## src/rtl/dp_ctrl_pkg.sv

```systemverilog
// Shared datapath-control types for the SMAC input distributor.
// Latency: n/a (types and constants only).
// Backpressure: n/a.
package dp_ctrl_pkg;

    // Number of SMAC groups fed by the distributor.
    localparam int N_SMAC_GROUPS = 4;

    // Index of one SMAC group.
    typedef logic [1:0] smac_grp_t;

    // Sequencer states of the input distributor.
    typedef enum logic [1:0] {
        IDLE = 2'd0,
        LOAD = 2'd1,
        DONE = 2'd2
    } dp_demux_state_t;

endpackage

```

## src/rtl/dp_demux_cnt.sv

```systemverilog
// Word-position / group-index counter pair for the SMAC input distributor.
// Latency: counters update on the edge that sees clr or inc; the wrap flags are combinational.
// Backpressure: none; inc is qualified by the caller with the accepted-beat condition.
//
// Ports: clk, rst (async, active high); clr restarts at group 0 / word 0;
// inc advances one word; hold_grp keeps act_wb at 0 (broadcast);
// word_idx, act_wb are the counters; word_wrap / grp_wrap flag the last word of a
// group and the last group.
module dp_demux_cnt
    import dp_ctrl_pkg::*;
#(
    parameter int WORDS_PER_GROUP = 4,
    parameter int IDX_W           = 2
) (
    input  logic             clk,
    input  logic             rst,
    input  logic             clr,
    input  logic             inc,
    input  logic             hold_grp,
    output logic [IDX_W-1:0] word_idx,
    output smac_grp_t        act_wb,
    output logic             word_wrap,
    output logic             grp_wrap
);

    assign word_wrap = (word_idx == IDX_W'(WORDS_PER_GROUP - 1));
    assign grp_wrap  = (act_wb == smac_grp_t'(N_SMAC_GROUPS - 1));

    always_ff @(posedge clk or posedge rst) begin
        if (rst) begin
            word_idx <= '0;
            act_wb   <= '0;
        end else if (clr) begin
            word_idx <= '0;
            act_wb   <= '0;
        end else if (inc) begin
            if (word_wrap) begin
                word_idx <= '0;
                // Group index rolls 3 -> 0 on its own after the final beat.
                if (!hold_grp) begin
                    act_wb <= act_wb + 2'd1;
                end
            end else begin
                word_idx <= word_idx + IDX_W'(1);
            end
        end
    end

endmodule

```

## src/rtl/dp_demux_seq.sv

```systemverilog
// Scatters a valid/ready word stream into the four SMAC groups (group 1..4, WORDS_PER_GROUP words each).
// Latency: a beat accepted at edge n shows on its out_to_SMACs bus and load_en in cycle n+1.
// Backpressure: in_ready is registered and high exactly while in LOAD; it never looks at in_valid.
//
// Ports: clk, rst (async, active high); start begins a sequence from IDLE;
// in_data/in_valid/in_ready input handshake; out_to_SMACs1..4 registered per-group
// word buses that hold between loads; load_en one-hot new-word strobe per group;
// act_wb / word_idx current group and word position; busy high in LOAD;
// done one-cycle completion pulse.
// Optional feature macro DP_DEMUX_BCAST_EN: adds the bcast input; start with bcast=1
// writes every beat to all four groups and ends after WORDS_PER_GROUP beats.
module dp_demux_seq
    import dp_ctrl_pkg::*;
#(
    parameter int  BW              = 128,
    parameter int  WORDS_PER_GROUP = 4,
    localparam int IDX_W           = (WORDS_PER_GROUP > 1) ? $clog2(WORDS_PER_GROUP) : 1
) (
    input  logic             clk,
    input  logic             rst,
    input  logic             start,
`ifdef DP_DEMUX_BCAST_EN
    input  logic             bcast,
`endif
    input  logic [BW-1:0]    in_data,
    input  logic             in_valid,
    output logic             in_ready,
    output logic [BW-1:0]    out_to_SMACs1,
    output logic [BW-1:0]    out_to_SMACs2,
    output logic [BW-1:0]    out_to_SMACs3,
    output logic [BW-1:0]    out_to_SMACs4,
    output logic [3:0]       load_en,
    output logic [1:0]       act_wb,
    output logic [IDX_W-1:0] word_idx,
    output logic             busy,
    output logic             done
);

    dp_demux_state_t state;

    logic      seq_start;
    logic      accept;
    logic      last_beat;
    logic      word_wrap;
    logic      grp_wrap;
    logic      bcast_mode;
    smac_grp_t grp_cur;
    logic [N_SMAC_GROUPS-1:0] grp_hit;
    logic [BW-1:0]            grp_q [N_SMAC_GROUPS];

    assign seq_start = (state == IDLE) && start;
    assign accept    = in_valid && in_ready;
    // Broadcast sequences finish after one group's worth of beats.
    assign last_beat = accept && word_wrap && (bcast_mode || grp_wrap);

`ifdef DP_DEMUX_BCAST_EN
    // Mode is captured with start and frozen for the whole sequence.
    always_ff @(posedge clk or posedge rst) begin
        if (rst) begin
            bcast_mode <= 1'b0;
        end else if (seq_start) begin
            bcast_mode <= bcast;
        end
    end
`else
    assign bcast_mode = 1'b0;
`endif

    dp_demux_cnt #(
        .WORDS_PER_GROUP (WORDS_PER_GROUP),
        .IDX_W           (IDX_W)
    ) u_cnt (
        .clk       (clk),
        .rst       (rst),
        .clr       (seq_start),
        .inc       (accept),
        .hold_grp  (bcast_mode),
        .word_idx  (word_idx),
        .act_wb    (grp_cur),
        .word_wrap (word_wrap),
        .grp_wrap  (grp_wrap)
    );

    assign act_wb = grp_cur;

    // Sequencer with registered handshake/status outputs.
    always_ff @(posedge clk or posedge rst) begin
        if (rst) begin
            state    <= IDLE;
            in_ready <= 1'b0;
            busy     <= 1'b0;
            done     <= 1'b0;
        end else begin
            case (state)
                IDLE: begin
                    if (start) begin
                        state    <= LOAD;
                        in_ready <= 1'b1;
                        busy     <= 1'b1;
                    end
                end
                LOAD: begin
                    if (last_beat) begin
                        state    <= DONE;
                        in_ready <= 1'b0;
                        busy     <= 1'b0;
                        done     <= 1'b1;
                    end
                end
                DONE: begin
                    state <= IDLE;
                    done  <= 1'b0;
                end
                default: begin
                    state    <= IDLE;
                    in_ready <= 1'b0;
                    busy     <= 1'b0;
                    done     <= 1'b0;
                end
            endcase
        end
    end

    // Which group buses take this beat.
    always_comb begin
        grp_hit = '0;
        if (accept) begin
            if (bcast_mode) begin
                grp_hit = '1;
            end else begin
                grp_hit[grp_cur] = 1'b1;
            end
        end
    end

    // Word registers hold their last load; load_en is a one-cycle strobe per beat.
    always_ff @(posedge clk or posedge rst) begin
        if (rst) begin
            for (int g = 0; g < N_SMAC_GROUPS; g++) begin
                grp_q[g] <= '0;
            end
            load_en <= '0;
        end else begin
            for (int g = 0; g < N_SMAC_GROUPS; g++) begin
                if (grp_hit[g]) begin
                    grp_q[g] <= in_data;
                end
            end
            load_en <= grp_hit;
        end
    end

    assign out_to_SMACs1 = grp_q[0];
    assign out_to_SMACs2 = grp_q[1];
    assign out_to_SMACs3 = grp_q[2];
    assign out_to_SMACs4 = grp_q[3];

endmodule

```

## config.mk

```make
export PLATFORM = sky130hd
export DESIGN_NAME = dp_demux_seq
export DESIGN_NICKNAME = d
export VERILOG_FILES = /design/src/rtl/dp_ctrl_pkg.sv /design/src/rtl/dp_demux_cnt.sv /design/src/rtl/dp_demux_seq.sv
export SDC_FILE = /design/constraint.sdc
export NUM_CORES = 1
export LEC_CHECK = 0
export CORE_AREA = 2 2 252 254
export DETAILED_ROUTE_END_ITERATION = 10
export DIE_AREA = 0 0 254 256
export HOLD_SLACK_MARGIN = 0.05
export REMOVE_ABC_BUFFERS = 1
export SYNTH_ARGS = -nofsm -noshare
export SYNTH_HDL_FRONTEND = slang
export SYNTH_SLANG_ARGS = --single-unit
```

## constraint.sdc

```tcl
create_clock -name clk -period 25.3 [get_ports clk]
set_clock_uncertainty 0.2 [all_clocks]
set_input_delay 3.795 -clock clk [delete_from_list [all_inputs] [get_ports clk]]
set_output_delay 3.795 -clock clk [all_outputs]
set_load 0.05 [all_outputs]
```

Yosys cells after proc, flatten, opt, wreduce, memory -nomap -nowiden
Cells that the tools add are included.
Operators by class
  muxes and demuxes: 17
  $add $sub $neg: 2
  reduce and logical (&&, ||, !) cells: 12
  order comparisons: 2
  bitwise logic cells: 2
  eq/ne operators: 6
Operator list (number)
  $mux W2: 8
  $eq A2 B2 Y1 const B: 3
  $reduce_and A2 Y1: 3
  $logic_and A1 B1 Y1: 5
  $add A2 B1 Y2 const B: 2
  $mux W1: 4
  $mux W4: 1
  $ne A2 B2 Y1 const B: 2
  $pmux W2 S2: 1
  $reduce_bool A2 Y1: 2
  $lt A2 B3 Y1 const B: 1
  $pmux W1 S3: 1
  $reduce_and A3 Y1: 1
  $demux W1 S2: 1
  $eq A2 B1 Y1 const B: 1
  $ge A2 B1 Y1 const B: 1
  $logic_not A2 Y1: 1
  $not A1 Y1: 2
  $pmux W1 S2: 1
Storage, ports and cells
  register bits after elaboration: 524
  output and inout port bits: 523
  bits of input ports: 132
  word-level logic and storage cells: 51

Logic depth before layout (Yosys ltp)
  word-level depth: 5
  mapped depth: 7
  mapped depth without buffers: 5

Hierarchy
Synthesis repeated with hierarchy kept, for this count alone.
Unflattened totals
  cells, all modules: 1129
  area, all modules: 19681.4 um^2
Modules (own cells, without submodules)
  dp_demux_seq: sequential area each 13012.5 um^2, area an instance 19462.4 um^2, instances 1, cells each 1110
  dp_demux_cnt: sequential area each 100.1 um^2, area an instance 219.0 um^2, instances 1, cells each 19

Least setup slack after synthesis
No wires, ideal clock.
  kind: input port to flip-flop
  from: input port in_valid
  to: register grp_q (netlist bit out_to_SMACs3[0])
  setup slack: 20.313 ns
  arrival time: 4.659 ns
  data required time: 24.972 ns
  stages on the path: 4
  setup time: 0.128 ns
  cells stage by stage: nand3_2 buf_2 buf_2 mux2_1
Between the ends
  longest elaborated chain between the ends: 2
RTL lines
  from (decl): RTL line dp_demux_seq.sv:26  | input logic in_valid,
  $logic_and A1 B1 Y1: RTL line dp_demux_seq.sv:52  | assign accept = in_valid && in_ready;
  $mux W4: RTL line dp_demux_seq.sv:127  | if (accept) begin
  to (signal, indexed assignment): RTL line dp_demux_seq.sv:146  | grp_q[g] <= in_data;
  to (decl): RTL line dp_demux_seq.sv:49  | logic [BW-1:0] grp_q [N_SMAC_GROUPS];
Every way passes these cells.
A chain may end at the register's enable or synchronous reset.

==> results.md <==
| Stage | Metric | Reported |
| --- | --- | --- |
| run status | Status | finished clean |
| die | Die H | 256 um |
| setup path | Cells on worst reg2reg path | 4 |
| setup path | Number of buffer and inverter stages on the critical path | 5 |
| logic synthesis | Number of distinct library cell variants in the gate-level netlist after synthesis | 26 |
| timing | Tmin final | 7.111 ns |
| setup path | Type of the worst setup path | in -> async |
| logic synthesis | Yosys Warn Count | 0 |
| placement | Number of I/O port buffers | 654 |
| setup path | Arrival time of the worst setup path | 7.46 ns |
| timing | Hold Violations, Final | 0 |
| cts | Maximum clock insertion buffer count | 3 |
| cells and area | Area growth, synth to finish | 48.03% |
| cells and area | Fill count | 5635 |
| setup path | Origin of the critical flop-to-flop path | busy |
| timing | Max-slew violation total from the final report | 0 |
| setup path | Element type at the critical path start | input pin |
| placement | Detailed placement HPWL | 39.86 mm |
| cts | Clk root buf | clkbuf_16 |
| cts | H-tree depth | 2 |
| route | Remaining design rule violation count | 0 |
| setup path | Number of logic stages on the critical path including buffering | 5 |
| route | Remaining antenna violation count | 0 |
| cts | Post-CTS clock slew at the launch and capture registers of the worst setup and hold paths | 0.06 ns |
| timing | Number of setup violations in the final report | 0 |
| setup path | Peak per-stage delay on the critical path | 0.91 ns |
| grt | First-pass GRT wire length | 85.67 mm |
| setup path | Worst Setup EP | out_to_SMACs2[72] |
| route | Final wirelength | 56.89 mm |
| setup path | Crit-path cells | clkdlybuf4s50_1, inv_8, buf_4, buf_12, buf_4 |
| job | # Max-Cap Violations | 0 |
| logic synthesis | Cell taking the most area after synthesis | dfrtp_1 |
| logic synthesis | Fraction of post-synthesis cell area in the top cell type by area | 67.37% |
| timing | Worst Tran Pin Value | 1.087 ns |
| logic synthesis | Most area-consuming cells after synthesis | dfrtp_1 67%, mux2_2 22%, mux2_1 8.0% |
| cts | Clock Sinks | 524 |
| setup path | Kind of capture point of the worst setup path | asynchronous set/reset pin |
| cts | Post-CTS Setup Repair Bufs | 0 |
| timing | Fmax achieved | 0.1406 GHz |
| route | DR iter-0 viols | 407 |
| setup path | Setup slack on the worst flop-to-flop path | 22.01 ns |
| timing | Unrepaired setup endpoints after global routing | no |
| grt | Antenna violations before repair | 3 |
| grt | Via count of the first global-routing pass | 13.34k |
| cts | TritonCTS clock tree | done |
| setup path | Crit path launch | rst |
| logic synthesis | Synth Register Bits | 524 |
| setup path | Crit-path max FO | 137 |
| die | Count of boundary I/O pins | 655 |
| die | Floorplan die width | 254 um |
| logic synthesis | Fraction of the yosys area taken by sequential cells | 67.37% |
| die | # rows | 92 |
| cts | Count of hold-fix buffers inserted at cts | 0 |
| die | Std-Cell Core Area | 62390 um^2 |
| setup path | Required time at the endpoint of the critical path | 25.65 ns |
| timing | Sum Neg Setup Slack | 0 ns |
| logic synthesis | Area of the mapped netlist | 19460 um^2 |
| cts | Clock latency on the worst-skew pair | 0.60 ns |
| min path | Kind of path behind the tightest hold check | reg -> reg |
| logic synthesis | Number of standard cells after synthesis | 1135 |
| logic synthesis | Average cell area after synthesis | 17.15 um^2 |
| cts | Number of resized instances in the post-cts repair step | 0 |
| timing | Relative slew slack | 27.53% |
| setup path | Standard cell with the maximum stage delay on the critical path | buf_4 |
| die | Initial Util | 31.19% |
| setup path | Worst R2R End | out_to_SMACs2[75] |
| timing | Share of the cycle needed by the critical path after routing | 28.11% |
| setup path | Family with the most delay on the worst path | buffers and inverters |
| grt | Largest net degree at the start of global routing | 138 |
| route | 1st-pass router iterations | 4 |
| grt | Total congestion overflow after global routing | 0 |
| route | DR WL/cell | 21.10 um |
| cells and area | Share of layout cells above drive strength 1 | 26.23% |
| placement | Routability cong. | 0.7745 |
| route | Detail-routed via count per cell | 4.517 |
| route | Vias after detailed routing | 12.18k |
| grt | Global-route usage over all layers | 17.19% |
| cts | Clock buffer count from CTS | 57 |
| die | Area of the die | 65020 um^2 |
| cells and area | Final #Nets | 1940 |
| setup path | Worst path most repeated cell | buf_4 |
## registers in the layout, summed over array words and instances, names as in the netlist
register / flops
busy: 1
done: 1
load_en: 4
out_to_SMACs1: 128
out_to_SMACs2: 128
out_to_SMACs3: 128
out_to_SMACs4: 128
state: 2
u_cnt.act_wb: 2
u_cnt.word_idx: 2
## per-stage QoR
stage                     instances  hold slack (ns)  util [%]  instance area [um^2]  worst slack [ns]
after floorplan                1077           0.2382         -                 19160             6.665
after global placement         2590           0.2590     43.15                 26920             17.48
after detailed placement       2590           0.2719     43.15                 26920             17.39
after CTS                      2695           0.2875     46.17                 28810             18.04
after global routing           2696           0.3013     46.18                 28810             17.61
final                          2696           0.2834     46.18                 28810             18.19
## worst register-to-register path, cell delays in order (launching register included)
cell and delay [ns]:
dfrtp_1 0.83, nand3_2 0.42, inv_4 0.53, buf_4 0.71, mux2_2 0.48
## cells in the mapped netlist
| cell type | instances |
|---|---|
| a21bo_2 | 2 |
| a21oi_1 | 4 |
| a311o_1 | 1 |
| a311oi_1 | 1 |
| and3_1 | 1 |
| and4_1 | 1 |
| and4b_1 | 1 |
| buf_2 | 53 |
| buf_4 | 4 |
| clkbuf_1 | 1 |
| dfrtp_1 | 524 |
| ha_1 | 5 |
| inv_1 | 6 |
| inv_2 | 2 |
| mux2_1 | 138 |
| mux2_2 | 374 |
| nand2b_1 | 1 |
| nand3_1 | 3 |
| nand3_2 | 2 |
| nand4_1 | 1 |
| nand4bb_1 | 1 |
| nor2_1 | 4 |
| nor2b_1 | 1 |
| nor3b_1 | 1 |
| nor4_1 | 2 |
| o2bb2ai_1 | 1 |
## worst min-delay path by stage
stage,cells past startpoint,end,from
6_report,1,state[0],state[1]
5_1_grt,1,out_to_SMACs1[69],out_to_SMACs1[69]
4_1_cts,1,state[0],state[1]
3_5_place_dp,1,state[0],state[1]
3_3_place_gp,1,state[0],state[1]
2_1_floorplan,1,state[0],state[1]
## kinds of logic after synthesis
group	count (synthesis)	share of synthesized area, %
AO/OA/AOI/OAI	9	0.3472
adder cells (fa/ha/maj)	5	0.3214
buffers and inverters	66	1.691
flip-flops	524	67.37
multiplexers	512	29.62
AND/OR/NAND/NOR	19	0.6429
## cell usage in the layout (no fill, tap or decap), types with 2 or more instances in the layout
cell type	n
clkdlybuf4s50_1	654
dfrtp_1	524
mux2_2	374
mux2_1	138
clkbuf_16	59
clkbuf_1	16
buf_4	12
clkinv_2	10
clkbuf_8	9
inv_1	5
ha_1	5
nor2_1	4
a21oi_1	4
clkinvlp_4	4
bufinv_16	4
nand3_4	3
a21bo_2	2
nor4_1	2
inv_6	2
## layer usage
layer  track usage, %  vias to the layer above  share of wire, %
met2            29.41                      433                50
met5                0                        -             0.046
met4            5.605                        4               3.0
met1            19.45                     6282                38
met3            6.905                       96               9.5
li1                 -                     5362                 -
## final cells by class
| cell class | count | area (um^2) | area share, % |
|---|---|---|---|
| antenna | 1 | 2.502 | 0.008686 |
| clock buffer | 84 | 1660 | 5.763 |
| clock inverter | 21 | 226.5 | 0.7861 |
| inverter | 8 | 40.04 | 0.1390 |
| multi-input combinational | 545 | 6053 | 21.01 |
| sequential | 524 | 13110 | 45.51 |
| tap | 846 | 1059 | 3.674 |
| timing repair buffer | 667 | 6656 | 23.10 |
Power is left out: the tool's default activity adds up to more than one toggle a clock period on the data nets, which glitch-free logic cannot reach.
